===== src/rtl/alu_seq.sv =====
// Registered 16-opcode ALU with Z/C/V/P flags behind a valid/ready output register.
// Define ALU_SEQ_MUL_EN to build opcode F as a WIDTH-cycle shift-add multiplier.
module alu_seq #(
  parameter int WIDTH = 8
) (
  input  logic             clk,
  input  logic             rst_n,
  input  logic             in_valid,
  output logic             in_ready,
  input  logic [WIDTH-1:0] a,
  input  logic [WIDTH-1:0] b,
  input  logic [3:0]       opcode,
  output logic             out_valid,
  input  logic             out_ready,
  output logic [WIDTH-1:0] result,
  output logic             z,
  output logic             c,
  output logic             v,
  output logic             p
);

  localparam logic [3:0] OP_ADD = 4'h0, OP_SUB = 4'h1, OP_INC = 4'h2, OP_DEC = 4'h3;
  localparam logic [3:0] OP_AND = 4'h4, OP_OR  = 4'h5, OP_XOR = 4'h6, OP_NOT = 4'h7;
  localparam logic [3:0] OP_SHL = 4'h8, OP_SHR = 4'h9, OP_ASR = 4'hA, OP_ROL = 4'hB;
  localparam logic [3:0] OP_ROR = 4'hC, OP_PAS = 4'hD, OP_NEG = 4'hE, OP_MUL = 4'hF;

  function automatic logic parity_of(input logic [WIDTH-1:0] x);
    return ^x;
  endfunction

  logic             accept_s;
  logic             load_alu_s;
  logic             mul_done_s;
  logic [WIDTH-1:0] mul_res_s;
  logic             mul_c_s;
  logic [WIDTH-1:0] alu_res_s;
  logic             alu_c_s;
  logic             alu_v_s;

  assign accept_s = in_valid && in_ready;

  // Single-cycle datapath; opcode F falls to the zero default when no multiplier is built.
  always_comb begin
    alu_res_s = {WIDTH{1'b0}};
    alu_c_s   = 1'b0;
    alu_v_s   = 1'b0;
    case (opcode)
      OP_ADD: begin
        {alu_c_s, alu_res_s} = {1'b0, a} + {1'b0, b};
        alu_v_s = (a[WIDTH-1] == b[WIDTH-1]) && (alu_res_s[WIDTH-1] != a[WIDTH-1]);
      end
      OP_SUB: begin
        alu_res_s = a - b;
        alu_c_s   = (a < b);
        alu_v_s   = (a[WIDTH-1] != b[WIDTH-1]) && (alu_res_s[WIDTH-1] != a[WIDTH-1]);
      end
      OP_INC: begin
        {alu_c_s, alu_res_s} = {1'b0, a} + {{WIDTH{1'b0}}, 1'b1};
        alu_v_s = !a[WIDTH-1] && alu_res_s[WIDTH-1];
      end
      OP_DEC: begin
        alu_res_s = a - {{(WIDTH-1){1'b0}}, 1'b1};
        alu_c_s   = (a == {WIDTH{1'b0}});
        alu_v_s   = a[WIDTH-1] && !alu_res_s[WIDTH-1];
      end
      OP_AND: alu_res_s = a & b;
      OP_OR:  alu_res_s = a | b;
      OP_XOR: alu_res_s = a ^ b;
      OP_NOT: alu_res_s = ~a;
      OP_SHL: begin alu_res_s = {a[WIDTH-2:0], 1'b0};       alu_c_s = a[WIDTH-1]; end
      OP_SHR: begin alu_res_s = {1'b0, a[WIDTH-1:1]};       alu_c_s = a[0];       end
      OP_ASR: begin alu_res_s = {a[WIDTH-1], a[WIDTH-1:1]}; alu_c_s = a[0];       end
      OP_ROL: begin alu_res_s = {a[WIDTH-2:0], a[WIDTH-1]}; alu_c_s = a[WIDTH-1]; end
      OP_ROR: begin alu_res_s = {a[0], a[WIDTH-1:1]};       alu_c_s = a[0];       end
      OP_PAS: alu_res_s = a;
      OP_NEG: begin
        alu_res_s = {WIDTH{1'b0}} - a;
        alu_c_s   = |a;
        alu_v_s   = a[WIDTH-1] && alu_res_s[WIDTH-1];
      end
      default: begin
        alu_res_s = {WIDTH{1'b0}};
        alu_c_s   = 1'b0;
        alu_v_s   = 1'b0;
      end
    endcase
  end

`ifdef ALU_SEQ_MUL_EN
  localparam int CNT_W = (WIDTH > 1) ? $clog2(WIDTH) : 1;

  typedef enum logic {ST_IDLE = 1'b0, ST_MUL = 1'b1} state_t;

  state_t             state_r;
  state_t             state_next;
  logic [2*WIDTH-1:0] acc_r;
  logic [2*WIDTH-1:0] mcand_r;
  logic [WIDTH-1:0]   mplier_r;
  logic [CNT_W-1:0]   cnt_r;
  logic [2*WIDTH-1:0] acc_next_s;
  logic               start_mul_s;

  assign in_ready    = (state_r == ST_IDLE) && (!out_valid || out_ready);
  assign start_mul_s = accept_s && (opcode == OP_MUL);
  assign load_alu_s  = accept_s && (opcode != OP_MUL);
  assign acc_next_s  = mplier_r[0] ? (acc_r + mcand_r) : acc_r;
  assign mul_done_s  = (state_r == ST_MUL) && (cnt_r == CNT_W'(WIDTH - 1));
  assign mul_res_s   = acc_next_s[WIDTH-1:0];
  assign mul_c_s     = |acc_next_s[2*WIDTH-1:WIDTH];

  // State register.
  always_ff @(posedge clk or negedge rst_n) begin
    if (!rst_n) state_r <= ST_IDLE;
    else        state_r <= state_next;
  end

  // Next-state logic.
  always_comb begin
    state_next = state_r;
    case (state_r)
      ST_IDLE: if (start_mul_s) state_next = ST_MUL;  else state_next = ST_IDLE;
      ST_MUL:  if (mul_done_s)  state_next = ST_IDLE; else state_next = ST_MUL;
      default: state_next = ST_IDLE;
    endcase
  end

  // Shift-add iteration; operands are latched at acceptance so input changes are ignored.
  always_ff @(posedge clk or negedge rst_n) begin
    if (!rst_n) begin
      acc_r    <= {(2*WIDTH){1'b0}};
      mcand_r  <= {(2*WIDTH){1'b0}};
      mplier_r <= {WIDTH{1'b0}};
      cnt_r    <= {CNT_W{1'b0}};
    end else if (start_mul_s) begin
      acc_r    <= {(2*WIDTH){1'b0}};
      mcand_r  <= {{WIDTH{1'b0}}, a};
      mplier_r <= b;
      cnt_r    <= {CNT_W{1'b0}};
    end else if (state_r == ST_MUL) begin
      acc_r    <= acc_next_s;
      mcand_r  <= {mcand_r[2*WIDTH-2:0], 1'b0};
      mplier_r <= {1'b0, mplier_r[WIDTH-1:1]};
      cnt_r    <= cnt_r + CNT_W'(1);
    end
  end
`else
  assign in_ready   = !out_valid || out_ready;
  assign load_alu_s = accept_s;
  assign mul_done_s = 1'b0;
  assign mul_res_s  = {WIDTH{1'b0}};
  assign mul_c_s    = 1'b0;
`endif

  // Output register: load wins over drain so accept and drain can share an edge.
  always_ff @(posedge clk or negedge rst_n) begin
    if (!rst_n) begin
      out_valid <= 1'b0;
      result    <= {WIDTH{1'b0}};
      z         <= 1'b0;
      c         <= 1'b0;
      v         <= 1'b0;
      p         <= 1'b0;
    end else if (load_alu_s) begin
      out_valid <= 1'b1;
      result    <= alu_res_s;
      z         <= (alu_res_s == {WIDTH{1'b0}});
      c         <= alu_c_s;
      v         <= alu_v_s;
      p         <= parity_of(alu_res_s);
    end else if (mul_done_s) begin
      out_valid <= 1'b1;
      result    <= mul_res_s;
      z         <= (mul_res_s == {WIDTH{1'b0}});
      c         <= mul_c_s;
      v         <= 1'b0;
      p         <= parity_of(mul_res_s);
    end else if (out_ready) begin
      out_valid <= 1'b0;
    end
  end

endmodule


===== config.mk =====
export PLATFORM = sky130hd
export DESIGN_NAME = alu_seq
export DESIGN_NICKNAME = d
export VERILOG_FILES = /design/src/rtl/alu_seq.sv
export SDC_FILE = /design/constraint.sdc
export NUM_CORES = 1
export LEC_CHECK = 0
export ABC_AREA = 1
export BUFFER_PORTS_ARGS = -buffer_cell sky130_fd_sc_hd__buf_2
export CAP_MARGIN = 20
export CORE_MARGIN = 2
export CORE_UTILIZATION = 40
export CTS_BUF_LIST = sky130_fd_sc_hd__clkbuf_4
export CTS_CLUSTER_DIAMETER = 100
export CTS_CLUSTER_SIZE = 24
export DETAILED_ROUTE_END_ITERATION = 8
export GPL_TIMING_DRIVEN = 0
export PLACE_DENSITY_LB_ADDON = 0.1
export SYNTH_ARGS = -nofsm -noshare
export SYNTH_HDL_FRONTEND = slang
export SYNTH_SLANG_ARGS = --single-unit

===== constraint.sdc =====
create_clock -name clk -period 4 [get_ports clk]
set_clock_uncertainty 0.2 [all_clocks]
set_input_delay 0.4 -clock clk [delete_from_list [all_inputs] [get_ports clk]]
set_output_delay 0.4 -clock clk [all_outputs]
set_load 0.01 [all_outputs]

==> metrics.cfg <==
[critical_path]
arrival_ns=3.07
start_kind=input port
path_max_fanout=10
reg2reg_depth=6
required_ns=3.95
worstReg2RegEnd=v
end_kind=flip-flop
r2r_start=out_valid
path_class=in -> reg
reg2reg_slack_ns=2.47

[clock_tree]
h-tree-depth=1
clk_pin_slew_worst_paths_ns=0.08
cts.sinks=13
postCtsSetupBuffers=0
cts_buffers=3
cts.path.max_buffers=2
worst_skew_pair.late_latency_ns=0.27
cts_root_buffer=clkbuf_4
cts_tree=yes

[power_and_ir_drop]
p_leak_nw=1.66
power_density_nw_per_um2=204
seqPwrFrac_pct=27.6
power.internal_mw=0.329
power_frac_clock_pct=14.3
vdd_drop_max_mv=0.219
switching_share_pct=45.2
p_switching_mw=0.272
comb_power_share_pct=58.1

[hold_path]
hold_end=out_valid
hold_class=in -> reg
hp-start=out_ready
min_delay_path_depth=4

[timing]
setup_ws_ns=0.873
rsz0062_at_grt=no
finalCriticalPeriod_ns=3.13
finalSetupViolations=0
max_freq_mhz=320
slew_headroom_pct=64.9
timing.final.hold_violations=0
fin_tns_setup_ns=0
tightest_slew_ns=0.525
finalCritPeriodShare_pct=78.2
worst_hold_slack_ns=0.214
slew_viol_final=0

[detailed_routing]
drc=0
routedWlPerCell_microns=14.5
dr.pass1.iters=4
ant_nets=0
viasPerCell=5.34
via_count=3118
drt_first_iter_violations=244
routed_wirelength_microns=8470

[synth]
syn_avg_cell_area_sq_um=5.64
syn_area_sq_um=2620
synth_cell_types=30
ys_async_sr_fraction_pct=100
ys_top_cells_by_count=nand2_1 (150), inv_1 (63), nand3_1 (53), nor2_1 (44), ha_1 (32)
yosysTopAreaCell=nand2_1
yosysMostFrequentCell=nand2_1
yosys_warnings=0
syn-instance-count=465
synth_edf_count=0
ys.flop_type=dfrtp_1
synth.area.top_cells=nand2_1 (21%), ha_1 (15%), dfrtp_1 (12%)
synth_seq_area_share_pct=12.4
ys_ff_latch=13
yosysTopAreaCellShare_pct=21.5
syn_nets=523

[place]
numPortBuffers=37
dp_slack_ns=0.623
dpl_cell_area_sq_um=2900
hpwl_microns=6980
globalplace.congestion=0.944

[final_layout]
final-seq-area_sq_um=325
antenna_cells=0
fin_nets=566
syn_to_final_growth_pct=12.3
final_util_pct=46.3
drive_gt1_share_pct=11.2
fill_cells=715
multi_input_area_sq_um=2000
design_area_sq_um=2940

[global_route]
grt_use_total_pct=23.6
grt_pass1_wl_microns=13800
overflow=0
grt_max_degree=14
antenna_found_initial=0
first_global_vias=2870

[run]
drv_cap=0

[floorplanning]
std_cell_rows=29
dieArea_sq_um=7220
initial_core_util_pct=41.3
ios=38
die-height_microns=85.0
core_area_sq_um=6350
die_w_microns=85.0

[outcome]
status=finished, final reports clean

[sequential cells by signal, indices dropped and copies added, names as in the netlist]
name	flops
v	1
p	1
result	8
out_valid	1
c	1
z	1
[final cells by class]
| cell class | count | share of cell area, % |
|---|---|---|
| plain buffers | 10 | 1.53 |
| clock buffers | 4 | 1.02 |
| inverters | 67 | 8.55 |
| multi-input cells | 375 | 67.9 |
| flip-flops and latches | 13 | 11.1 |
| well taps | 77 | 3.27 |
| repair buffers | 38 | 6.63 |
[what timing repair did]
action,in CTS,in global routing
hold endpoints to repair,13,0
gates resized for setup,0,0
hold buffers,1,0
[metal layers]
metal | wire length [microns] | GRT usage (%)
met5 | 0 | 0
met4 | 108 | 6.64
met3 | 426 | 1.36
met2 | 4090 | 41.0
met1 | 3850 | 31.7
[how the worst max path moves through the flow]
stage / startpoint / to / slack [ns] / depth (start not counted)
2_1_floorplan: a[2] / p / 1.22 / 17
3_3_place_gp: a[7] / p / 0.65 / 14
3_5_place_dp: a[2] / p / 0.62 / 18
4_1_cts: a[2] / p / 0.90 / 18
5_1_grt: a[2] / p / 0.66 / 18
6_report: a[2] / p / 0.87 / 18
[critical path: stages]
cell	delay (ns)
buf_2	0.13
buf_2	0.22
inv_1	0.15
ha_1	0.30
buf_2	0.16
inv_1	0.10
a21oi_1	0.19
nand2_1	0.13
nand2_1	0.15
nand2_1	0.09
nand2_1	0.07
nand3_1	0.10
nand4_1	0.14
inv_1	0.07
ha_1	0.30
xnor2_1	0.19
xnor2_1	0.13
o21ai_0	0.08
[power by group through the flow]
stage               Clock (mW)  Sequential, mW  Combinational, mW
global route            0.0942           0.170              0.395
detailed placement           0           0.169              0.346
finish                  0.0858           0.166              0.349
CTS                     0.0880           0.167              0.348
global placement             0           0.168              0.342
floorplan                    0           0.182              0.221
[cells by family (layout without fill, tap and decap cells)]
| group | Yosys count | count (layout) | synth area share, % |
|---|---|---|---|
| xor+xnor | 7 | 7 | 2.34 |
| compound gates | 57 | 57 | 11.8 |
| simple gates | 277 | 277 | 45.3 |
| flops | 13 | 13 | 12.4 |
| fa+ha+maj | 34 | 34 | 16.8 |
| buf+inv | 77 | 119 | 11.3 |
[stage by stage]
step	instances	total power, mW
after floorplan	465	0.403
after global placement	579	0.511
after detailed placement	579	0.515
after CTS	584	0.602
after global routing	584	0.659
final	584	0.601
[placed cells by master, fill, tap and decap left out, types with 2 or more instances in the layout]
cell | netlist | routed
nand3_1 | 53 | 53
a31oi_1 | 2 | 2
inv_2 | 3 | 3
nor3b_1 | 2 | 2
xor2_1 | 2 | 2
nor2_2 | 5 | 5
dfrtp_1 | 13 | 13
xnor2_1 | 5 | 5
o21ai_0 | 20 | 20
nand4_1 | 13 | 13
a21oi_1 | 17 | 17
nor3_1 | 3 | 3
fa_1 | 2 | 2
o22ai_1 | 11 | 11
ha_1 | 32 | 32
clkbuf_1 | 4 | 4
nand2_1 | 150 | 150
inv_1 | 63 | 63
buf_2 | 6 | 43
nor2_1 | 44 | 44
nand3b_1 | 3 | 3
o21ai_1 | 4 | 4
clkbuf_4 | 0 | 4
Power figures use the tool's default switching activity.
